### src/rtl/reset_pkg.sv
// Shared definitions for the reset request path: FSM states, cause encoding
// and the fixed-priority cause selector.
package reset_pkg;

  localparam int CAUSE_W      = 3;
  localparam int CAUSE_BUTTON = 0;
  localparam int CAUSE_WDT    = 1;
  localparam int CAUSE_SW     = 2;

  typedef enum logic [1:0] {
    IDLE    = 2'd0,
    ASSERT  = 2'd1,
    HOLDOFF = 2'd2
  } rst_state_e;

  typedef logic [CAUSE_W-1:0] cause_t;

  // Button beats watchdog beats software; result is one-hot or zero.
  function automatic cause_t select_cause(input logic btn, input logic wdt, input logic sw);
    cause_t c;
    c = '0;
    if (btn)      c[CAUSE_BUTTON] = 1'b1;
    else if (wdt) c[CAUSE_WDT]    = 1'b1;
    else if (sw)  c[CAUSE_SW]     = 1'b1;
    return c;
  endfunction

endpackage

### src/rtl/button_debouncer.sv
// Two-flop synchronizer, stability counter and registered rising-edge strobe
// for the raw reset button.
module button_debouncer #(
  parameter logic [15:0] DEBOUNCE_CYCLES = 16'd50000
) (
  input  logic I_CLK,
  input  logic I_ASYNC_RESET,
  input  logic button,
  output logic rise
);

  logic        sync_p0;
  logic        sync_p1;
  logic        level_p2;
  logic        level_p3;
  logic [15:0] stable_cnt;

  // Stage 0/1: metastability synchronizer
  always_ff @(posedge I_CLK or posedge I_ASYNC_RESET) begin
    if (I_ASYNC_RESET) begin
      sync_p0 <= 1'b0;
      sync_p1 <= 1'b0;
    end else begin
      sync_p0 <= button;
      sync_p1 <= sync_p0;
    end
  end

  // Stage 2: level follows the input only after an unbroken run of mismatches
  always_ff @(posedge I_CLK or posedge I_ASYNC_RESET) begin
    if (I_ASYNC_RESET) begin
      level_p2   <= 1'b0;
      stable_cnt <= '0;
    end else if (sync_p1 == level_p2) begin
      stable_cnt <= '0;
    end else if (stable_cnt == DEBOUNCE_CYCLES - 16'd1) begin
      level_p2   <= sync_p1;
      stable_cnt <= '0;
    end else begin
      stable_cnt <= stable_cnt + 16'd1;
    end
  end

  // Stage 3: rising-edge detect
  always_ff @(posedge I_CLK or posedge I_ASYNC_RESET) begin
    if (I_ASYNC_RESET) begin
      level_p3 <= 1'b0;
      rise     <= 1'b0;
    end else begin
      level_p3 <= level_p2;
      rise     <= level_p2 & ~level_p3;
    end
  end

  a_deb_nonzero: assert property (@(posedge I_CLK) disable iff (I_ASYNC_RESET)
                                  DEBOUNCE_CYCLES != 16'd0)
    else $error("button_debouncer: DEBOUNCE_CYCLES must be nonzero");

endmodule

### src/rtl/reset_request_generator.sv
// Merges button, watchdog and software triggers into one fixed-width reset
// pulse with holdoff, and keeps a sticky record of the last cause.
module reset_request_generator
  import reset_pkg::*;
#(
  parameter logic [15:0] DEBOUNCE_CYCLES  = 16'd50000,
  parameter logic [23:0] WDT_CYCLES       = 24'd4000000,
  parameter logic [7:0]  REQ_PULSE_CYCLES = 8'd8,
  parameter logic [7:0]  HOLDOFF_CYCLES   = 8'd64
) (
  input  logic               I_CLK,
  input  logic               I_ASYNC_RESET,
  input  logic               I_BUTTON,
  input  logic               I_WDT_ENABLE,
  input  logic               I_WDT_KICK,
  input  logic               I_SW_RESET_REQ,
  output logic               O_SW_RESET_ACK,
  output logic               O_RESET_REQ,
  output logic [CAUSE_W-1:0] O_RESET_CAUSE,
  output logic               O_BUSY
);

  rst_state_e  state;
  rst_state_e  next_state;
  logic [7:0]  phase_cnt;
  logic [23:0] wdt_cnt;
  logic        btn_rise;
  logic        is_idle;
  logic        btn_trig;
  logic        wdt_trig;
  logic        sw_trig;
  cause_t      cause_sel;
  cause_t      cause_d;
  logic        req_d;
  logic        busy_d;
  logic        ack_d;

  button_debouncer #(
    .DEBOUNCE_CYCLES (DEBOUNCE_CYCLES)
  ) u_button_debouncer (
    .I_CLK         (I_CLK),
    .I_ASYNC_RESET (I_ASYNC_RESET),
    .button        (I_BUTTON),
    .rise          (btn_rise)
  );

  assign is_idle   = (state == IDLE);
  assign btn_trig  = is_idle & btn_rise;
  assign wdt_trig  = is_idle & I_WDT_ENABLE & ~I_WDT_KICK & (wdt_cnt == '0);
  assign sw_trig   = is_idle & I_SW_RESET_REQ;
  assign cause_sel = select_cause(btn_trig, wdt_trig, sw_trig);

  // Watchdog only runs while idle and enabled; reaching zero reloads it too.
  always_ff @(posedge I_CLK or posedge I_ASYNC_RESET) begin
    if (I_ASYNC_RESET) begin
      wdt_cnt <= WDT_CYCLES - 24'd1;
    end else if (!is_idle || !I_WDT_ENABLE || I_WDT_KICK || (wdt_cnt == '0)) begin
      wdt_cnt <= WDT_CYCLES - 24'd1;
    end else begin
      wdt_cnt <= wdt_cnt - 24'd1;
    end
  end

  always_ff @(posedge I_CLK or posedge I_ASYNC_RESET) begin
    if (I_ASYNC_RESET) begin
      state          <= IDLE;
      phase_cnt      <= '0;
      O_RESET_REQ    <= 1'b0;
      O_BUSY         <= 1'b0;
      O_SW_RESET_ACK <= 1'b0;
      O_RESET_CAUSE  <= '0;
    end else begin
      state          <= next_state;
      phase_cnt      <= ((next_state != state) || is_idle) ? 8'd0 : phase_cnt + 8'd1;
      O_RESET_REQ    <= req_d;
      O_BUSY         <= busy_d;
      O_SW_RESET_ACK <= ack_d;
      O_RESET_CAUSE  <= cause_d;
    end
  end

  always_comb begin
    next_state = state;
    unique case (state)
      IDLE:    if (cause_sel != '0) next_state = ASSERT;
      ASSERT:  if (phase_cnt == REQ_PULSE_CYCLES - 8'd1) next_state = HOLDOFF;
      HOLDOFF: if (phase_cnt == HOLDOFF_CYCLES - 8'd1) next_state = IDLE;
      default: next_state = IDLE;
    endcase
  end

  // Outputs are registered copies of what the next state implies.
  always_comb begin
    req_d   = (next_state == ASSERT);
    busy_d  = (next_state != IDLE);
    ack_d   = cause_sel[CAUSE_SW];
    cause_d = O_RESET_CAUSE;
    if (cause_sel != '0) cause_d = cause_sel;
  end

  a_params_nonzero: assert property (@(posedge I_CLK) disable iff (I_ASYNC_RESET)
                                     (REQ_PULSE_CYCLES != 8'd0) && (HOLDOFF_CYCLES != 8'd0) &&
                                     (WDT_CYCLES != 24'd0))
    else $error("reset_request_generator: zero-valued timing parameter");

endmodule

### config.mk
export PLATFORM = sky130hd
export DESIGN_NAME = reset_request_generator
export DESIGN_NICKNAME = d
export VERILOG_FILES = /design/src/rtl/reset_pkg.sv /design/src/rtl/button_debouncer.sv /design/src/rtl/reset_request_generator.sv
export SDC_FILE = /design/constraint.sdc
export NUM_CORES = 1
export LEC_CHECK = 0
export BUFFER_PORTS_ARGS = -buffer_cell sky130_fd_sc_hd__buf_2
export CORE_MARGIN = 2
export CORE_UTILIZATION = 40
export CTS_BUF_LIST = sky130_fd_sc_hd__clkbuf_8
export DETAILED_ROUTE_END_ITERATION = 7
export HOLD_SLACK_MARGIN = 0.1
export SLEW_MARGIN = 10
export SYNTH_ARGS = -nofsm -noshare
export SYNTH_HDL_FRONTEND = slang
export SYNTH_HIERARCHICAL = 1
export SYNTH_SLANG_ARGS = --single-unit
### constraint.sdc
create_clock -name I_CLK -period 3.55 [get_ports I_CLK]
set_input_delay 0.1775 -clock I_CLK [delete_from_list [all_inputs] [get_ports I_CLK]]
set_output_delay 0.1775 -clock I_CLK [all_outputs]
set_load 0.01 [all_outputs]
==> flow_metrics.env, run 1 <==
export IMPL_grt_pass1_vias=2014
export IMPL_start_kind="flop"
export IMPL_cts_resized_gates=0
export IMPL_wl_per_cell_um=13.2
export IMPL_cts_hold_buffers=3
export IMPL_utilization=0.466
export IMPL_status="completed"
export IMPL_arrival_ns=2.25
export IMPL_cts_made_buffers=9
export IMPL_first_pass_iters=4
export IMPL_dp_final_hpwl_mm=3.61
export IMPL_path_class="flop to flop"
export IMPL_cp_max_fo=14
export IMPL_pin_count=12
export IMPL_synth_edf_count=0
export IMPL_max_slew_margin=0.480
export IMPL_finalHoldViolations=0
export IMPL_via_per_inst=5.15
export IMPL_post_route_period_util=0.570
export IMPL_via_count=2082
export IMPL_ir_worst_vdd_uv=204
export IMPL_globalRouteOverflowTotal=0
export IMPL_fin_tns_setup_ns=0
export IMPL_async_flop_share=1.00
export IMPL_powerDensity_nw_per_um2=484
export IMPL_p_sw_mw=0.421
export IMPL_yosysSeqAreaShare=0.506
export IMPL_synthCells=282
export IMPL_post_cts_buffers=0
export IMPL_finalSetupViolCount=0
export IMPL_fp_row_count=31
export IMPL_finalClockSkew_ns=0.00812
export IMPL_htreeDepth=3
export IMPL_cp_required_ns=3.78
export IMPL_holdCritPathClass="primary input to flop"
export IMPL_clk_pin_slew_ns=0.07
export IMPL_syn_area_per_cell_um2=10.8
export IMPL_gp_congestion=0.778
export IMPL_grt_first_pass_wirelength_mm=9.43
export IMPL_ys_warn_count=6
export IMPL_synth_cell_types=55
export IMPL_drive_gt1_frac=0.220
export IMPL_grt_max_degree=41
export IMPL_rsz0062_at_grt="false"
export IMPL_min_period_ns=2.02
export IMPL_p_comb_frac=0.118
export IMPL_fp_dieArea_um2=8340
export IMPL_p_clk_frac=0.400
export IMPL_clock_sinks=61
export IMPL_die_h_um=91.3
export IMPL_seqPwrFrac=0.482
export IMPL_crit_path_end_kind="flop"
export IMPL_synthFlopType="dfrtp_1"
export IMPL_leakage_nw=1.41
export IMPL_ant_nets=0
export IMPL_nets=311
export IMPL_synth_seq_cells=61
export IMPL_max_freq_mhz=494
export IMPL_cts_max_path_buffers=2
export IMPL_dr_first_iter_drc_count=83
export IMPL_drv_cap=0
export IMPL_synth_nets=292
export IMPL_p_int_mw=1.23
export IMPL_coreArea_um2=7330
export IMPL_clockRootBuffer="clkbuf_8"
export IMPL_syn_area_um2=3050
export IMPL_diodes=0
export IMPL_slew_violations=0
export IMPL_switching_share=0.255
export IMPL_clkLatencyLatePin_ns=0.34
export IMPL_antenna_found_initial=0
export IMPL_track_usage=0.143
export IMPL_initial_core_util=0.416
export IMPL_routed_wirelength_mm=5.34
export IMPL_die_x_um=91.3
export IMPL_syn_to_final_growth_pct=12.1
export IMPL_port_buffers=11
export IMPL_drc_errors=0
export IMPL_cts_tree="built"
export IMPL_worst_slew_pin_slew_ns=0.779
state kept, by name (all words and copies together) (netlist names):
name and cells:
O_BUSY 1, u_button_debouncer/stable_cnt 16, phase_cnt 8, u_button_debouncer/sync_p0 1, O_RESET_CAUSE 3, u_button_debouncer/sync_p1 1
wdt_cnt 24, state 2, O_RESET_REQ 1, u_button_debouncer/level_p2 1, u_button_debouncer/level_p3 1, u_button_debouncer/rise 1
O_SW_RESET_ACK 1
metrics by stage:
stage	setup WS [ns]	cells	hold WS [ns]	total power [mW]	area, um^2
3_3_place_gp	1.56	386	0.289	1.00	3180
2_1_floorplan	1.74	282	0.154	0.947	3050
3_5_place_dp	1.49	386	0.287	1.01	3180
6_report	1.53	404	0.303	1.65	3420
5_1_grt	1.32	404	0.319	1.75	3420
4_1_cts	1.49	404	0.287	1.68	3420
path summary, 6_finish.rpt:
path	from	endpoint	slack, ns	cells after the start
max in group asynchronous	I_ASYNC_RESET	u_button_debouncer/stable_cnt[12]$_DFF_PP0_	2.52	3
worst max register to register	wdt_cnt[0]$_DFF_PP1_	wdt_cnt[18]$_DFF_PP1_	1.53	6
worst min register to register	u_button_debouncer/sync_p0$_DFF_PP0_	u_button_debouncer/sync_p1$_DFF_PP0_	0.36	0
min in group asynchronous	I_ASYNC_RESET	O_RESET_CAUSE[2]$_DFFE_PP0P_	0.51	4
worst max-delay path	wdt_cnt[0]$_DFF_PP1_	wdt_cnt[18]$_DFF_PP1_	1.53	6
worst min-delay path	I_WDT_KICK	O_RESET_CAUSE[1]$_DFFE_PP0P_	0.30	3
cell usage after synthesis (4+ instances only):
master | number | area share
nand2_1 | 17 | 0.021
xnor2_1 | 14 | 0.040
inv_1 | 7 | 0.0086
xor2_1 | 16 | 0.046
dfstp_2 | 14 | 0.12
dfrtp_1 | 47 | 0.39
nand4_1 | 11 | 0.023
nor2_1 | 38 | 0.047
ha_1 | 4 | 0.016
o31ai_1 | 8 | 0.020
a21oi_1 | 7 | 0.011
or3_1 | 6 | 0.012
and3_1 | 4 | 0.0082
o21ai_0 | 9 | 0.015
nand3_1 | 16 | 0.026
nor3_1 | 4 | 0.0066
power groups by stage:
stage                     combinational (mW)  clock, mW  sequential (mW)
after global placement                 0.196          0            0.809
after global routing                   0.234      0.714            0.805
final                                  0.196      0.661            0.797
after floorplan                        0.138          0            0.809
after detailed placement               0.196          0            0.809
after CTS                              0.200      0.686            0.797
kinds of logic after synthesis:
logic type | count (synthesis) | synth area share
xor+xnor | 30 | 0.0862
simple gates | 141 | 0.295
compound gates | 31 | 0.0640
flops | 61 | 0.506
buf+inv | 14 | 0.0279
fa+ha+maj | 4 | 0.0164
mux | 1 | 0.00369
layer usage:
layer / share of wire / track usage
met1: 0.50 / 0.187
met2: 0.46 / 0.220
met3: 0.035 / 0.0548
met4: 0.012 / 0.0404
met5: 0 / 0
cells in the final DEF (no fill, tap or decap), types with 4 or more instances in the layout:
cell	instances
nor2_1	38
or3_1	6
xnor2_1	14
dfrtp_1	47
ha_1	4
and3_1	4
nand4_1	11
a21oi_1	7
o31ai_1	8
nand2_1	17
inv_1	7
dfstp_2	14
nand3_1	16
o21ai_0	9
nor3_1	4
buf_2	11
xor2_1	16
clkbuf_8	10
area by class of cell:
type / count / area, um^2
Fill cell: 675 / 3910
Tap cell: 99 / 124
Clock buffer: 10 / 138
Sequential cell: 61 / 1540
Multi-Input combinational cell: 207 / 1420
Inverter: 7 / 26.3
Timing Repair Buffer: 15 / 92.6
Clock inverter: 5 / 75.1
worst max-delay path, stage by stage, from the launching register on:
cell     delay, ns
dfstp_2       0.58
inv_1         0.07
ha_1          0.18
nor4b_1       0.14
and4_1        0.25
a21oi_2       0.54
nand3_1       0.15
Note: power is estimated with default switching activity, not from simulation.
==> run 2, diff against run 1 <==
==> constraint.sdc (replaced) <==
create_clock -name I_CLK -period 1.7 [get_ports I_CLK]
set_input_delay 0.085 -clock I_CLK [delete_from_list [all_inputs] [get_ports I_CLK]]
set_output_delay 0.085 -clock I_CLK [all_outputs]
set_load 0.01 [all_outputs]
==> flow_metrics.env, run 2 (synthesis results as in run 1) <==
export IMPL_port_buffers=11
export IMPL_fp_dieArea_um2=8340
export IMPL_whs_ns=0.225
export IMPL_gp_congestion=0.786
export IMPL_slew_violations=0
export IMPL_startpoint="wdt_cnt[0]$_DFF_PP1_"
export IMPL_post_route_period_util=0.993
export IMPL_top_regs="wdt_cnt (24), u_button_debouncer/stable_cnt (16), phase_cnt (8)"
export IMPL_coreArea_um2=7330
export IMPL_r2r_end="O_BUSY$_DFF_PP0_"
export IMPL_cts_tree="built"
export IMPL_reg2reg_slack_ns=0.01
export IMPL_routed_wirelength_mm=6.07
export IMPL_globalRouteOverflowTotal=0
export IMPL_arrival_ns=1.90
export IMPL_powerDensity_nw_per_um2=952
export IMPL_leakage_nw=1.66
export IMPL_drv_cap=0
export IMPL_holdCritPathClass="primary input to flop"
export IMPL_drc_errors=0
export IMPL_fp_row_count=31
export IMPL_worstHoldStart="I_WDT_KICK"
export IMPL_finalSetupViolCount=0
export IMPL_min_period_ns=1.69
export IMPL_finalHoldViolations=0
export IMPL_first_pass_iters=4
export IMPL_via_count=2292
export IMPL_diodes=0
export IMPL_antenna_found_initial=0
export IMPL_crit_path_end_kind="flop"
export IMPL_cp_required_ns=1.91
export IMPL_cts_made_buffers=9
export IMPL_regMostFlops="wdt_cnt"
export IMPL_finalClockSkew_ns=0.00945
export IMPL_clock_sinks=61
export IMPL_nFillCells=638
export IMPL_rsz0062_at_grt="true"
export IMPL_final_cell_mix="dfrtp_1, buf_4, nor2_1"
export IMPL_reg2reg_depth=6
export IMPL_htreeDepth=3
export IMPL_syn_to_final_growth_pct=26.7
export IMPL_dp_final_hpwl_mm=4.12
export IMPL_max_slew_margin=0.655
export IMPL_clkLatencyLatePin_ns=0.34
export IMPL_min_path_cells=3
export IMPL_initial_core_util=0.416
export IMPL_layout_commonest_cell="dfrtp_1"
export IMPL_die_h_um=91.3
export IMPL_clockRootBuffer="clkbuf_8"
export IMPL_cp_max_fo=4
export IMPL_status="completed"
export IMPL_grt_pass1_vias=2333
export IMPL_fin_tns_setup_ns=0
export IMPL_pin_count=12
export IMPL_cts_max_path_buffers=2
export IMPL_clk_pin_slew_ns=0.06
export IMPL_track_usage=0.158
export IMPL_die_x_um=91.3
export IMPL_grt_max_degree=41
export IMPL_multi_input_area_um2=1500
export IMPL_regArea_um2=1540
export IMPL_nets=354
export IMPL_largest_register_ff_count=24
export IMPL_path_class="flop to flop"
export IMPL_wl_per_cell_um=13.5
export IMPL_ir_worst_vdd_uv=417
export IMPL_reg2reg_from="wdt_cnt[0]$_DFF_PP1_"
export IMPL_max_freq_mhz=592
export IMPL_cp_endpoint="O_BUSY$_DFF_PP0_"
export IMPL_grt_first_pass_wirelength_mm=10.6
export IMPL_drive_gt1_frac=0.352
export IMPL_ant_nets=0
export IMPL_start_kind="flop"
export IMPL_via_per_inst=5.12
export IMPL_worst_slew_pin_slew_ns=0.518
export IMPL_dr_first_iter_drc_count=70
[run 2: metrics by stage]
| stage | setup slack [ns] | std cells | power (mW) | cell area (um^2) | util |
|---|---|---|---|---|---|
| after floorplan | 0.0120 | 282 | 1.98 | 3060 | - |
| after global placement | -0.000493 | 419 | 2.21 | 3460 | 0.472 |
| after detailed placement | -0.0327 | 419 | 2.22 | 3460 | 0.472 |
| after CTS | 0.00598 | 441 | 3.69 | 3740 | 0.511 |
| after global routing | -0.0686 | 448 | 3.86 | 3860 | 0.527 |
| final | 0.0117 | 448 | 3.68 | 3860 | 0.527 |
[run 2: worst min path at each step]
| stage | slack (ns) | endpoint |
|---|---|---|
| floorplan | 0.06 | u_button_debouncer/level_p2$_DFFE_PP0P_ |
| global placement | 0.08 | u_button_debouncer/rise$_DFF_PP0_ |
| detailed placement | 0.09 | u_button_debouncer/rise$_DFF_PP0_ |
| CTS | 0.22 | O_RESET_CAUSE[1]$_DFFE_PP0P_ |
| global route | 0.23 | O_RESET_CAUSE[1]$_DFFE_PP0P_ |
| finish | 0.23 | O_RESET_CAUSE[1]$_DFFE_PP0P_ |
[run 2: worst max-delay path, cell delays in order (launching register included)]
cell and delay, ns:
dfstp_2 0.53, inv_2 0.05, ha_2 0.17, nor4b_2 0.16
and4_4 0.19, nor3b_4 0.16, or3_1 0.31
[run 2: what timing repair did]
| item | CTS | global route |
|---|---|---|
| gates resized for setup | 2 | 17 |
| setup buffers | 3 | 7 |
| hold endpoints to repair | 51 | 0 |
| pin swaps | 4 | 14 |
| endpoints found under the setup margin | 10 | 25 |
| hold buffers | 3 | 0 |
[run 2: area by class of cell]
class | instances | share of cell area
sequential | 61 | 0.400
clock buffer | 11 | 0.0392
multi-input combinational | 207 | 0.389
tap | 99 | 0.0321
timing repair buffer | 58 | 0.114
clock inverter | 5 | 0.0191
inverter | 7 | 0.00680
[run 2: report_power, final]
| part | total [mW] | switching, mW | internal [mW] |
|---|---|---|---|
| clock network | 1.44 | 0.548 | 0.895 |
| registers | 1.66 | 0.0890 | 1.57 |
| logic | 0.576 | 0.312 | 0.263 |
| total | 3.68 | 0.950 | 2.73 |
[run 2: metal layers]
metal	share of wire	wire length, um	track usage
met2	0.51	3110	0.267
met4	0.0087	53	0.0556
met5	0	0	0
met3	0.034	205	0.0498
met1	0.45	2700	0.190
==> run 3, diff against run 2 <==
==> constraint.sdc (replaced) <==
create_clock -name I_CLK -period 1.59 [get_ports I_CLK]
set_input_delay 0.0795 -clock I_CLK [delete_from_list [all_inputs] [get_ports I_CLK]]
set_output_delay 0.0795 -clock I_CLK [all_outputs]
set_load 0.01 [all_outputs]
==> flow_metrics.env, run 3 (synthesis results as in run 1) <==
export IMPL_holdCritPathClass="primary input to flop"
export IMPL_via_count=2399
export IMPL_dp_final_hpwl_mm=4.21
export IMPL_start_kind="flop"
export IMPL_drc_errors=0
export IMPL_cp_slowest_cell="or4_4"
export IMPL_clk_pin_slew_ns=0.07
export IMPL_violations="setup timing"
export IMPL_cts_tree="built"
export IMPL_p_clk_frac=0.358
export IMPL_cp_cell_sequence="nor4_2, buf_4, or2b_1, or4_4, nand3_2"
export IMPL_seqPwrFrac=0.457
export IMPL_fin_tns_setup_ns=-0.537
export IMPL_finalClockSkew_ns=0.00477
export IMPL_clock_sinks=61
export IMPL_p_comb_frac=0.185
export IMPL_fp_row_count=31
export IMPL_clkLatencyLatePin_ns=0.34
export IMPL_p_int_mw=2.82
export IMPL_drv_cap=0
export IMPL_drive_gt1_frac=0.463
export IMPL_top_regs="wdt_cnt (24), u_button_debouncer/stable_cnt (16), phase_cnt (8)"
export IMPL_grt_max_degree=41
export IMPL_gr_usage_met1=0.206
export IMPL_ant_nets=0
export IMPL_cp_max_fo=4
export IMPL_leakage_nw=1.85
export IMPL_min_period_ns=1.67
export IMPL_placed_cell_area_um2=3610
export IMPL_cpPeakStageDelay_ns=0.51
export IMPL_cp_num_buf_inv=1
export IMPL_globalRouteOverflowTotal=0
export IMPL_regMostFlops="wdt_cnt"
export IMPL_worst_slew_pin_slew_ns=0.514
export IMPL_grtUsageMet2=0.290
export IMPL_wl_per_cell_um=14.2
export IMPL_pre_cts_ws_ns=-0.0858
export IMPL_fp_dieArea_um2=8340
export IMPL_finalHoldViolations=0
export IMPL_cp_required_ns=1.87
export IMPL_antenna_found_initial=0
export IMPL_dr_first_iter_drc_count=72
export IMPL_track_usage=0.170
export IMPL_post_route_period_util=1.05
export IMPL_max_slew_margin=0.658
export IMPL_max_freq_mhz=598
export IMPL_clockRootBuffer="clkbuf_8"
export IMPL_ir_worst_vdd_uv=625
export IMPL_crit_path_end_kind="flop"
export IMPL_htreeDepth=3
export IMPL_gp_congestion=0.824
export IMPL_cts_max_path_buffers=2
export IMPL_busiest_layer="met2"
export IMPL_grt_pass1_vias=2462
export IMPL_grt_first_pass_wirelength_mm=11.3
export IMPL_cts_made_buffers=9
export IMPL_utilization=0.573
export IMPL_diodes=0
export IMPL_rsz0062_at_grt="true"
export IMPL_arrival_ns=1.96
export IMPL_slew_violations=0
export IMPL_die_x_um=91.3
export IMPL_die_h_um=91.3
export IMPL_nets=373
export IMPL_path_delay_family="simple AND/OR/NAND/NOR gates"
export IMPL_initial_core_util=0.416
export IMPL_first_pass_iters=4
export IMPL_powerDensity_nw_per_um2=923
export IMPL_largest_register_ff_count=24
export IMPL_finalSetupViolCount=14
export IMPL_layout_commonest_cell="buf_4"
export IMPL_design_area_um2=4200
export IMPL_whs_ns=0.270
export IMPL_via_per_inst=5.15
export IMPL_switching_share=0.273
export IMPL_syn_to_final_growth_pct=37.7
export IMPL_pin_count=12
export IMPL_port_buffers=11
export IMPL_use_met3=0.0423
export IMPL_layout_setup_ws_ns=-0.0836
export IMPL_path_class="flop to flop"
export IMPL_status="finished with violations"
export IMPL_routed_wirelength_mm=6.60
export IMPL_final_cell_mix="buf_4, dfrtp_1, nor2_1"
export IMPL_coreArea_um2=7330
export IMPL_p_sw_mw=1.06
[run 3: cell types whose count changed in the layout (fill, tap and decap cells not counted), sizes merged]
cell	previous run	this run
clkbuf	11	12
bufinv	2	1
inv	8	7
buf	55	73
clkinvlp	0	1
[run 3: layout make-up]
cell class,instances,area (um^2)
Multi-Input combinational cell,207,1670
Fill cell,590,3130
Tap cell,99,124
Clock inverter,4,47.5
Clock buffer,11,151
Timing Repair Buffer,77,632
Inverter,7,26.3
Sequential cell,61,1540
[run 3: path summary, 6_finish.rpt]
| kind | start | end | slack [ns] | cells past startpoint |
|---|---|---|---|---|
| worst max-delay path | wdt_cnt[19]$_DFF_PP1_ | wdt_cnt[21]$_DFF_PP1_ | -0.08 | 5 |
| worst min-delay path | I_WDT_KICK | O_RESET_CAUSE[1]$_DFFE_PP0P_ | 0.27 | 3 |
| worst max register to register | wdt_cnt[19]$_DFF_PP1_ | wdt_cnt[21]$_DFF_PP1_ | -0.08 | 5 |
| max in group asynchronous | I_ASYNC_RESET | wdt_cnt[21]$_DFF_PP1_ | 0.76 | 4 |
| min in group asynchronous | I_ASYNC_RESET | u_button_debouncer/stable_cnt[8]$_DFF_PP0_ | 0.31 | 3 |
| worst min register to register | u_button_debouncer/sync_p0$_DFF_PP0_ | u_button_debouncer/sync_p1$_DFF_PP0_ | 0.35 | 0 |
[run 3: through the flow]
step,total power [mW],std cells
6_report,3.87,466
5_1_grt,4.08,466
4_1_cts,3.84,458
3_5_place_dp,2.41,436
3_3_place_gp,2.40,436
2_1_floorplan,2.13,282
[run 3: tightest hold or removal path, cell delays in order]
cell and delay, ns:
buf_2 0.07, nand3b_1 0.29, o31ai_1 0.12
[run 3: per-layer routing]
metal,vias up,share of wire
met4,0,0.013
met1,1188,0.44
met3,8,0.029
met2,31,0.52
li1,1172,-
met5,-,0
[run 3: power groups by stage]
stage | Combinational (mW) | Clock [mW] | Sequential, mW
after floorplan | 0.319 | 0 | 1.81
after global placement | 0.608 | 0 | 1.79
after detailed placement | 0.617 | 0 | 1.79
after CTS | 0.639 | 1.43 | 1.76
after global routing | 0.802 | 1.49 | 1.79
final | 0.717 | 1.39 | 1.77
[run 3: what timing repair did]
item,in CTS,in global routing
resized for setup,9,48
hold buffers,3,0
setup endpoints to repair,28,50
buffers inserted,4,7
cloned,0,1
pin swaps,11,25
hold endpoints to repair,51,0
